**config.mk**
```make
export PLATFORM = sky130hd
export DESIGN_NAME = seq_detect_scan_ctrl
export DESIGN_NICKNAME = d
export VERILOG_FILES = /design/src/rtl/seq_detect_scan_ctrl.sv
export SDC_FILE = /design/constraint.sdc
export NUM_CORES = 1
export LEC_CHECK = 0
export CORE_MARGIN = 2
export CORE_UTILIZATION = 47
export DETAILED_ROUTE_END_ITERATION = 10
export DONT_BUFFER_PORTS = 1
export GPL_TIMING_DRIVEN = 0
export PLACE_DENSITY = 0.65
export REMOVE_ABC_BUFFERS = 1
export SLEW_MARGIN = 20
export SYNTH_ARGS = -nofsm -noshare
export SYNTH_HDL_FRONTEND = slang
export SYNTH_SLANG_ARGS = --single-unit
```
**constraint.sdc**
```tcl
create_clock -name clk -period 3 [get_ports clk]
set_input_delay 0.3 -clock clk [delete_from_list [all_inputs] [get_ports clk]]
set_output_delay 0.3 -clock clk [all_outputs]
set_load 0.05 [all_outputs]
```
**src/rtl/seq_detect_scan_ctrl.sv**
```systemverilog
`default_nettype none
// ============================================================================
// Module   : seq_detect_scan_ctrl
// Brief    : Frame scan controller that serialises words MSB-first into a bit-serial
//            sequence detector and counts qualified hits per frame.
//            Optional abort input enabled by defining SEQ_SCAN_ABORT_EN.
// Revision : 1.0 - initial release
// ============================================================================
module seq_detect_scan_ctrl #(
    parameter int WORD_W  = 8,
    parameter int CNT_W   = 16,
    parameter int DET_LAT = 1
) (
    input  logic              clk,
    input  logic              rst,
`ifdef SEQ_SCAN_ABORT_EN
    input  logic              abort,
`endif
    input  logic              s_valid,
    output logic              s_ready,
    input  logic [WORD_W-1:0] s_data,
    input  logic              s_last,
    input  logic [CNT_W-1:0]  thresh,
    output logic              det_clr,
    output logic              det_en,
    output logic              det_bit,
    input  logic              det_hit,
    output logic              busy,
    output logic              frame_done,
    output logic [CNT_W-1:0]  match_cnt,
    output logic              thresh_hit
);

    localparam logic [2:0] IDLE  = 3'd0;
    localparam logic [2:0] CLR   = 3'd1;
    localparam logic [2:0] SHIFT = 3'd2;
    localparam logic [2:0] WAIT  = 3'd3;
    localparam logic [2:0] DRAIN = 3'd4;
    localparam logic [2:0] DONE  = 3'd5;

    localparam int BIT_W = $clog2(WORD_W);
    localparam int DRN_W = $clog2(DET_LAT + 1);
    localparam logic [BIT_W-1:0] LAST_BIT  = BIT_W'(WORD_W - 1);
    localparam logic [DRN_W-1:0] LAST_DRN  = DRN_W'(DET_LAT - 1);

    logic [2:0]         state;
    logic [2:0]         state_nxt;
    logic [WORD_W-1:0]  shreg;
    logic               last_q;
    logic [BIT_W-1:0]   bit_cnt;
    logic [DRN_W-1:0]   drain_cnt;
    logic [DET_LAT-1:0] en_dly;
    logic               accept;
    logic               hit_q;

    assign accept = s_valid & s_ready;
    // A hit is only genuine if it lines up with a strobe issued DET_LAT cycles earlier.
    assign hit_q  = det_hit & en_dly[DET_LAT-1];

    always_ff @(posedge clk) begin
        if (rst) begin
            state <= IDLE;
        end else begin
            state <= state_nxt;
        end
    end

    always_comb begin
        state_nxt = state;
        case (state)
            IDLE:    if (accept) state_nxt = CLR;
            CLR:     state_nxt = SHIFT;
            SHIFT:   if (bit_cnt == LAST_BIT) state_nxt = last_q ? DRAIN : WAIT;
            WAIT:    if (accept) state_nxt = SHIFT;
            DRAIN:   if (drain_cnt == LAST_DRN) state_nxt = DONE;
            DONE:    state_nxt = IDLE;
            default: state_nxt = IDLE;
        endcase
`ifdef SEQ_SCAN_ABORT_EN
        if (abort && (state != IDLE) && (state != DONE)) begin
            state_nxt = DONE;
        end
`endif
    end

    always_comb begin
        s_ready    = ~rst & ((state == IDLE) | (state == WAIT));
        det_clr    = (state == CLR);
        det_en     = (state == SHIFT);
`ifdef SEQ_SCAN_ABORT_EN
        det_en     = (state == SHIFT) & ~abort;
`endif
        det_bit    = det_en & shreg[WORD_W-1];
        busy       = (state != IDLE);
        frame_done = (state == DONE);
    end

    always_ff @(posedge clk) begin
        if (rst) begin
            shreg      <= '0;
            last_q     <= 1'b0;
            bit_cnt    <= '0;
            drain_cnt  <= '0;
            en_dly     <= '0;
            match_cnt  <= '0;
            thresh_hit <= 1'b0;
        end else begin
            if (accept) begin
                shreg  <= s_data;
                last_q <= s_last;
            end else if (state == SHIFT) begin
                shreg  <= shreg << 1;
            end

            bit_cnt   <= (state == SHIFT) ? bit_cnt + 1'b1 : '0;
            drain_cnt <= (state == DRAIN) ? drain_cnt + 1'b1 : '0;

            en_dly[0] <= det_en;
            for (int i = 1; i < DET_LAT; i++) begin
                en_dly[i] <= en_dly[i-1];
            end

            if (state == CLR) begin
                match_cnt  <= '0;
                thresh_hit <= 1'b0;
            end else begin
                if (hit_q && (match_cnt != {CNT_W{1'b1}})) begin
                    match_cnt <= match_cnt + 1'b1;
                end
                if ((thresh != '0) && (match_cnt >= thresh)) begin
                    thresh_hit <= 1'b1;
                end
            end
        end
    end

endmodule
`default_nettype wire

```
==> results.yml, run 1 <==
run_status:
  outcome: "finished clean"
die:
  dieArea_um2: 5070
  core-area_um2: 4350
  die_y_um: 71.2
  ios: 52
  initial_core_util: 0.488
  rows: 24
  dieWidth_um: 71.2
setup_path:
  endpoint_kind: "primary output"
  path_class: "reg -> out"
  cp.required_ns: 2.70
  r2r_slack_ns: 0.74
  cp-startpoint: "state[1]"
  crit_arrival_ns: 2.46
  crit_slowest_cell: "nor3b_2"
  r2r-start: "match_cnt[13]"
  path_max_fanout: 10
  path_cells: "nor3b_2 -> buf_4 -> buf_1 -> and2_1"
  slowest_delay_ns: 0.74
  startpoint_type: "flip-flop"
layout:
  multi_input_area_um2: 1310
  antenna_cells: 0
  n_fill_cell: 410
  final_cells: 295
  design_area_um2: 2240
  drive_gt1_frac: 0.0988
  syn2layout_area_growth_pct: 5.66
  final_nets: 290
  utilization: 0.515
  ff_latch_area_um2: 681
global_route:
  grt_pass1_wl_mm: 7.39
  grt_max_degree: 20
  grt_overflow: 0
  grt_antenna_before_repair: 0
  grt.total_usage: 0.181
  grt_pass1_vias: 1643
synth:
  ys_seq_elements: 34
  synthDistinctLibCells: 47
  ys_seq_area_frac: 0.321
  netlist_area_um2: 2120
  synth_edf_count: 0
  syn_inst: 242
  synth_ff_type: "dfxtp_1"
  avgSynthCellArea_um2: 8.77
  ys_warn_count: 0
  synthArstFlopShare: 0
clock_tree:
  cts.repair.resized: 0
  clock_latency_ns: 0.28
  cts_setup_buffers: 0
  root_buffer: "clkbuf_8"
  cts_tree: "done"
  clkTransAtPathRegs_ns: 0.07
  clock_sinks: 34
  clk_path_buf_depth: 2
  htree_levels: 2
  cts_buffers: 5
  cts_hold_buf: 0
placement:
  io_buffers: 0
  dp_cells: 287
  dpl_cell_area_um2: 2150
  routabilityCongestion: 0.841
  dp.final_hpwl_mm: 3.26
timing:
  worstMarginPinSlew_ns: 0.844
  finalSetupViolations: 0
  hold_viol_final: 0
  drv_slew: 0
  layout_min_cycle_time_ns: 2.76
  slew_headroom: 0.434
  finalCritPeriodShare: 0.919
  max_freq_ghz: 0.363
  grt_setup_unrepaired: "no"
  skew_ns: 0.00593
routing:
  num_vias: 1729
  drc: 0
  via_per_inst: 5.86
  drtAntennaViolNets: 0
  drt_iter0_markers: 51
  routed_wl_mm: 4.35
  drt_pass1_iterations: 4
  wl_per_cell_um: 14.7
power:
  pwr-share-seq: 0.503
  p_clk_frac: 0.359
  intPower_mw: 0.705
  p_total_mw: 0.971
  combPwrFrac: 0.138
  vdd_drop_max_mv: 0.232
  p_sw_mw: 0.266
  power_density_nw_per_um2: 433
  switching_share: 0.274
  leakagePower_nw: 0.882
hold_path:
  hp-class: "in -> reg"
  min_from: "rst"
job:
  max_cap_violations: 0
synthesized netlist by cell type, drive strengths merged (3+ instances only):
cell,number,area (um2)
or4,7,52.6
nor3,4,20.0
a211oi,9,103
dfxtp,34,681
and4,3,26.3
and2,4,25.0
nor2b,3,18.8
buf,6,55.1
o41ai,3,26.3
inv,20,75.1
clkbuf,5,18.8
o31ai,5,37.5
nand2,20,77.6
or3,4,25.0
o21ai,7,35.0
mux2i,14,140
ha,19,238
a21oi,17,85.1
nand3,6,35.0
nand4,7,43.8
nor4,4,40.0
nor2,15,56.3
power by group through the flow:
stage          sequential [mW]  combinational, mW  clock (mW)
6_report                 0.489              0.134       0.348
3_5_place_dp             0.499              0.135           0
3_3_place_gp             0.498              0.127           0
4_1_cts                  0.489              0.136       0.357
2_1_floorplan            0.494              0.113           0
5_1_grt                  0.491              0.148       0.375
metrics by stage:
step                      TNS [ns]  hold WS (ns)  setup slack (ns)
final                            0        0.0719             0.242
after global routing             0        0.0620             0.105
after CTS                        0        0.0651             0.246
after detailed placement         0         0.368             0.551
after global placement       -4.42         0.367            -0.725
after floorplan             -0.911         0.365            -0.387
cells in the final DEF (no fill, tap or decap), types with 2 or more instances in the layout:
cell type,n
and2_1,4
and3_1,2
nand2_1,19
buf_1,2
a31oi_1,2
nand3_1,5
nor4_1,3
nor2_1,15
nor3b_2,2
and4_1,3
a21oi_1,17
o21ai_0,7
or3_1,4
clkbuf_8,6
mux2i_1,14
buf_4,2
o211ai_1,2
inv_1,20
ha_1,19
or4_1,7
o31ai_1,5
a211oi_2,7
o41ai_1,3
dfxtp_1,34
nand3b_1,2
nor3_1,3
nand4_1,7
o311ai_0,2
o21a_1,2
a211oi_1,2
nor4b_1,2
nor2b_1,3
logic make-up after synthesis:
logic type	after synthesis	synth area share
xor+xnor	1	0.00766
fa+ha+maj	19	0.112
flops	34	0.321
mux	14	0.0660
simple gates	89	0.240
compound gates	54	0.183
buf+inv	31	0.0701
cell type report:
class                   instances  area share
repair buffers                  4      0.0100
inverters                      20      0.0335
clock buffers                   7      0.0385
well taps                      52      0.0290
clock inverters                 1     0.00223
multi-input cells             177       0.583
flip-flops and latches         34       0.303
critical path: cells and delay by family, from the launching register on:
family,cells,cell delay (ns)
buf+inv,2,0.43
flops,1,0.56
simple gates,2,1.17
per-layer routing:
metal | up-vias | track usage | routed length (um) | share of wire
met1 | 792 | 0.244 | 2090 | 0.48
li1 | 896 | - | - | -
met2 | 34 | 0.280 | 1950 | 0.45
met5 | - | 0 | 0 | 0
met3 | 7 | 0.0563 | 252 | 0.058
met4 | 0 | 0.0524 | 51 | 0.012
registers in the layout, summed over array words and instances (netlist names):
signal and flops:
match_cnt 16, drain_cnt 1, shreg 8, state 3
en_dly 1, thresh_hit 1, bit_cnt 3, last_q 1
final timing paths:
check,to,cells past startpoint
worst max register to register,thresh_hit,5
worst max-delay path,det_bit,4
worst min-delay path,shreg[1],1
worst min register to register,drain_cnt,1
Power figures use the tool's default switching activity.
==> run 2, diff against run 1 <==
- ABC_AREA: default -> 1
- CAP_MARGIN: default -> 20
- CORE_ASPECT_RATIO: default -> 0.9
==> run 2 against run 1 <==
  * Sequential share of layout area down 0.27 points
  * Final area up 0.89%
  * Synthesized cell count increased by 30%
  * Power increased by 19%
  * Final cell count increased by 29%
  * Wire length is 1.5% lower
  * Critical endpoint is now s_ready
  * Highest routed layer unchanged
==> results.yml, run 2 <==
global_route:
  grt_pass1_wl_mm: 6.95
  grt_antenna_before_repair: 0
  grt_overflow: 0
  grt_max_degree: 18
  grt.total_usage: 0.178
  grt_pass1_vias: 1577
clock_tree:
  cts.repair.resized: 0
  clock_sinks: 34
  clock_latency_ns: 0.28
  cts_tree: "done"
  cts_buffers: 5
  root_buffer: "clkbuf_8"
  cts_hold_buf: 0
  cts_setup_buffers: 0
  htree_levels: 2
  clkTransAtPathRegs_ns: 0.07
  clk_path_buf_depth: 2
placement:
  dp.final_hpwl_mm: 3.27
  routabilityCongestion: 0.825
  dpl_cell_area_um2: 2170
  io_buffers: 0
routing:
  drtAntennaViolNets: 0
  via_per_inst: 5.00
  num_vias: 1901
  drc: 0
  wl_per_cell_um: 11.3
  routed_wl_mm: 4.29
  drt_pass1_iterations: 4
  drt_iter0_markers: 100
power:
  vdd_drop_max_mv: 0.425
  intPower_mw: 0.735
  switching_share: 0.363
  power_density_nw_per_um2: 509
  leakagePower_nw: 0.934
  p_sw_mw: 0.418
  p_clk_frac: 0.302
  combPwrFrac: 0.246
  p_total_mw: 1.15
  pwr-share-seq: 0.452
setup_path:
  endpoint_kind: "primary output"
  path_max_fanout: 5
  cp.required_ns: 2.70
  cp-startpoint: "state[2]"
  r2r_slack_ns: 0.75
  crit_arrival_ns: 1.98
  startpoint_type: "flip-flop"
  path_class: "reg -> out"
  r2r-start: "match_cnt[1]"
synth:
  synth_top_area_frac: 0.322
  synthArstFlopShare: 0
  synth_common_cells: "nand2_1, inv_1, dfxtp_1"
  ys_seq_elements: 34
  synth_edf_count: 0
  synth_xor_area_frac: 0.0290
  netlist_area_um2: 2120
  synth.area.top_cells: "dfxtp_1, nand2_1, ha_1, inv_1, a21oi_1"
  ys_warn_count: 0
  muxShareOfSynthArea: 0
  synth_compound_area_frac: 0.129
  ys_seq_area_frac: 0.322
  synth_top_family_by_area: "simple AND/OR/NAND/NOR gates"
  avgSynthCellArea_um2: 6.74
  synthAdderAreaFrac: 0.112
  synth_ff_type: "dfxtp_1"
  syn_inst: 314
  yosysTopAreaCell: "dfxtp_1"
  synthDistinctLibCells: 26
  synthSimpleGateAreaFrac: 0.307
  yosysMostFrequentCell: "nand2_1"
hold_path:
  hp-class: "in -> reg"
  min_from: "rst"
layout:
  largest_reg_flops: 16
  final_cell_mix: "nand2_1, inv_1, dfxtp_1, a21oi_1, nor2_1"
  design_area_um2: 2260
  drive_gt1_frac: 0.0723
  registers.top_by_ff_count: "match_cnt"
  antenna_cells: 0
  syn2layout_area_growth_pct: 6.91
  mostFrequentLayoutCell: "nand2_1"
  utilization: 0.514
  reg.largest.list: "match_cnt: 16 flops, shreg: 8 flops"
  final_nets: 365
die:
  dieWidth_um: 74.7
  ios: 52
  die_y_um: 67.7
  dieArea_um2: 5060
  core-area_um2: 4400
  rows: 23
  initial_core_util: 0.481
timing:
  finalCritPeriodShare: 0.759
  worstMarginPinSlew_ns: 1.02
  slew_headroom: 0.323
  layout_min_cycle_time_ns: 2.28
  hold_viol_final: 0
  drv_slew: 0
  skew_ns: 0.00456
  max_freq_ghz: 0.439
  setup_tns_ns: 0
  finalSetupViolations: 0
  grt_setup_unrepaired: "no"
run_status:
  outcome: "finished clean"
job:
  max_cap_violations: 0
[run 2: layout make-up]
cell class                      count  area (um2)
Clock buffer                        6        82.6
Clock inverter                      2        12.5
Fill cell                         473        2140
Inverter                           49         184
Multi-Input combinational cell    227        1230
Sequential cell                    34         681
Tap cell                           62        77.6
[run 2: critical path: stages (launching register included)]
cell	delay (ns)
dfxtp_1	0.32
inv_1	0.15
nand3_2	0.32
a21oi_1	0.90
[run 2: per-layer routing]
layer	share of wire	global-route usage	wire (um)	vias up
li1	-	-	-	1023
met1	0.49	0.248	2110	818
met2	0.42	0.267	1810	54
met3	0.074	0.0537	315	6
met4	0.011	0.0469	49	0
met5	0	0	0	-
[run 2: final timing paths]
| kind | cells after the start | endpoint |
|---|---|---|
| worst max-delay path | 3 | s_ready |
| worst min-delay path | 1 | shreg[0] |
| worst max register to register | 9 | match_cnt[9] |
| worst min register to register | 1 | bit_cnt[0] |
[run 2: cells by family (layout without fill, tap and decap cells)]
kind of cell,count (synthesis),after routing
and+or+nand+nor,152,152
buffers and inverters,53,57
AOI/OAI and AO/OA,49,49
DFF,34,34
adders and majority gates,19,19
xor gates and xnor gates,7,7
[run 2: power groups by stage]
stage | sequential (mW) | combinational, mW | clock, mW
6_report | 0.521 | 0.283 | 0.348
5_1_grt | 0.527 | 0.322 | 0.378
4_1_cts | 0.521 | 0.285 | 0.359
3_5_place_dp | 0.531 | 0.284 | 0
3_3_place_gp | 0.531 | 0.282 | 0
2_1_floorplan | 0.525 | 0.238 | 0
[run 2: stage by stage]
stage | cells | hold slack, ns | setup slack [ns]
2_1_floorplan | 310 | 0.369 | 1.03
3_3_place_gp | 372 | 0.370 | 0.742
3_5_place_dp | 372 | 0.373 | 0.747
4_1_cts | 380 | 0.0716 | 0.722
5_1_grt | 380 | 0.0626 | 0.534
6_report | 380 | 0.0784 | 0.723
==> run 3, diff against run 2 <==
- PLACE_DENSITY: 0.65 -> 0.67
- clock period: 3 -> 2 ns (I/O delays scaled with it)
==> run 3 against run 2 <==
  * First-iteration DRC count increased by 17%
  * Sequential power increased by 50%
  * Clock power increased by 120%
  * Power increased by 73%
  * Critical path type unchanged
==> results.yml, run 3 (same netlist as run 2, synthesis figures left out) <==
setup_path:
  endpoint_kind: "primary output"
  path_max_fanout: 5
  startpoint_type: "flip-flop"
  cp-startpoint: "state[2]"
  r2r-start: "match_cnt[1]"
  path_class: "reg -> out"
  crit_arrival_ns: 1.71
  cp.required_ns: 1.80
job:
  max_cap_violations: 0
die:
  dieArea_um2: 5060
  rows: 23
  die_y_um: 67.7
  initial_core_util: 0.481
  ios: 52
  dieWidth_um: 74.7
  core-area_um2: 4400
clock_tree:
  clock_sinks: 34
  cts_setup_buffers: 0
  clk_path_buf_depth: 2
  htree_levels: 2
  clock_latency_ns: 0.29
  cts_tree: "done"
  root_buffer: "clkbuf_8"
  cts_buffers: 5
  clkTransAtPathRegs_ns: 0.08
layout:
  n_fill_cell: 450
  drive_gt1_frac: 0.129
  antenna_cells: 0
  registers.top_by_ff_count: "match_cnt"
  mostFrequentLayoutCell: "nand2_1"
  syn2layout_area_growth_pct: 11.7
  largest_reg_flops: 16
  utilization: 0.537
  final_nets: 366
  final_cells: 381
  reg.largest.list: "match_cnt: 16 flops, shreg: 8 flops"
  final_cell_mix: "nand2_1, inv_1, a21oi_1, nor2_1, ha_1"
global_route:
  grt_overflow: 0
  grt_max_degree: 18
  grt.total_usage: 0.180
  grt_pass1_wl_mm: 6.96
  grt_pass1_vias: 1592
  grt_antenna_before_repair: 0
timing:
  skew_ns: 0.00725
  worstMarginPinSlew_ns: 0.891
  finalSetupViolations: 0
  drv_slew: 0
  max_freq_ghz: 0.522
  slew_headroom: 0.404
  finalCritPeriodShare: 0.957
  hold_viol_final: 0
  layout_min_cycle_time_ns: 1.91
power:
  leakagePower_nw: 0.986
  p_sw_mw: 0.662
  power_density_nw_per_um2: 842
  pwr-share-seq: 0.393
  vdd_drop_max_mv: 0.603
  p_clk_frac: 0.386
  intPower_mw: 1.33
  combPwrFrac: 0.221
  switching_share: 0.332
  p_total_mw: 1.99
routing:
  wl_per_cell_um: 11.4
  drc: 0
  via_per_inst: 5.08
  routed_wl_mm: 4.36
  num_vias: 1935
  drtAntennaViolNets: 0
  drt_pass1_iterations: 4
  drt_iter0_markers: 117
placement:
  dp.final_hpwl_mm: 3.23
  dp_cells: 372
  io_buffers: 0
  routabilityCongestion: 0.850
hold_path:
  min_from: "s_data[0]"
  hp-class: "in -> reg"
run_status:
  outcome: "finished clean"
-- run 3: changes by cell type in the layout (fill, tap and decap cells not counted), sizes merged --
cell and delta:
clkinvlp -1, dlygate4sd3 +1, bufinv +2, clkbuf -1
-- run 3: final timing paths --
kind              slack, ns             to  cells after the start
setup / recovery       0.09        s_ready                      3
hold / removal         0.05       shreg[0]                      2
setup reg to reg       0.16  match_cnt[15]                      8
hold reg to reg        0.42     bit_cnt[0]                      1
-- run 3: metrics by stage --
stage | instance area, um2 | setup TNS, ns | setup WS (ns) | hold WS (ns)
floorplan | 2090 | 0 | 0.0320 | 0.269
global placement | 2160 | -3.12 | -0.252 | 0.271
detailed placement | 2170 | -3.33 | -0.266 | 0.273
CTS | 2340 | 0 | 0.0108 | 0.0437
global route | 2360 | -0.00338 | -0.00338 | 0.0605
finish | 2360 | 0 | 0.0852 | 0.0513
-- run 3: per-layer routing --
layer	routed length, um	GRT usage	share of wire
met4	39	0.0469	0.0090
met1	2110	0.243	0.49
met3	310	0.0672	0.071
met2	1890	0.271	0.43
met5	0	0	0
-- run 3: power by group through the flow --
| stage | Sequential (mW) | Clock [mW] | Combinational (mW) |
|---|---|---|---|
| after detailed placement | 0.796 | 0 | 0.426 |
| final | 0.782 | 0.769 | 0.441 |
| after global routing | 0.790 | 0.813 | 0.501 |
| after floorplan | 0.787 | 0 | 0.357 |
| after CTS | 0.781 | 0.786 | 0.437 |
| after global placement | 0.796 | 0 | 0.422 |
-- run 3: area by class of cell --
class	instances	area [um2]	share of cell area
multi-input cells	227	1250	0.528
clock inverters	3	68.8	0.0291
clock buffers	5	68.8	0.0291
inverters	49	186	0.0788
well taps	62	77.6	0.0328
repair buffers	1	10.0	0.00423
flip-flops and latches	34	706	0.298
-- run 3: critical path: stages, from the launching register on --
cell	delay, ns
dfxtp_1	0.32
inv_1	0.15
nand3_2	0.33
a21oi_2	0.63
-- run 3: what timing repair did --
| action | in CTS | in global routing |
|---|---|---|
| setup endpoints to repair | 18 | 16 |
| resized for setup | 15 | 9 |
| cloned | 0 | 0 |
| hold endpoints to repair | 12 | 0 |
| hold buffers | 1 | 0 |
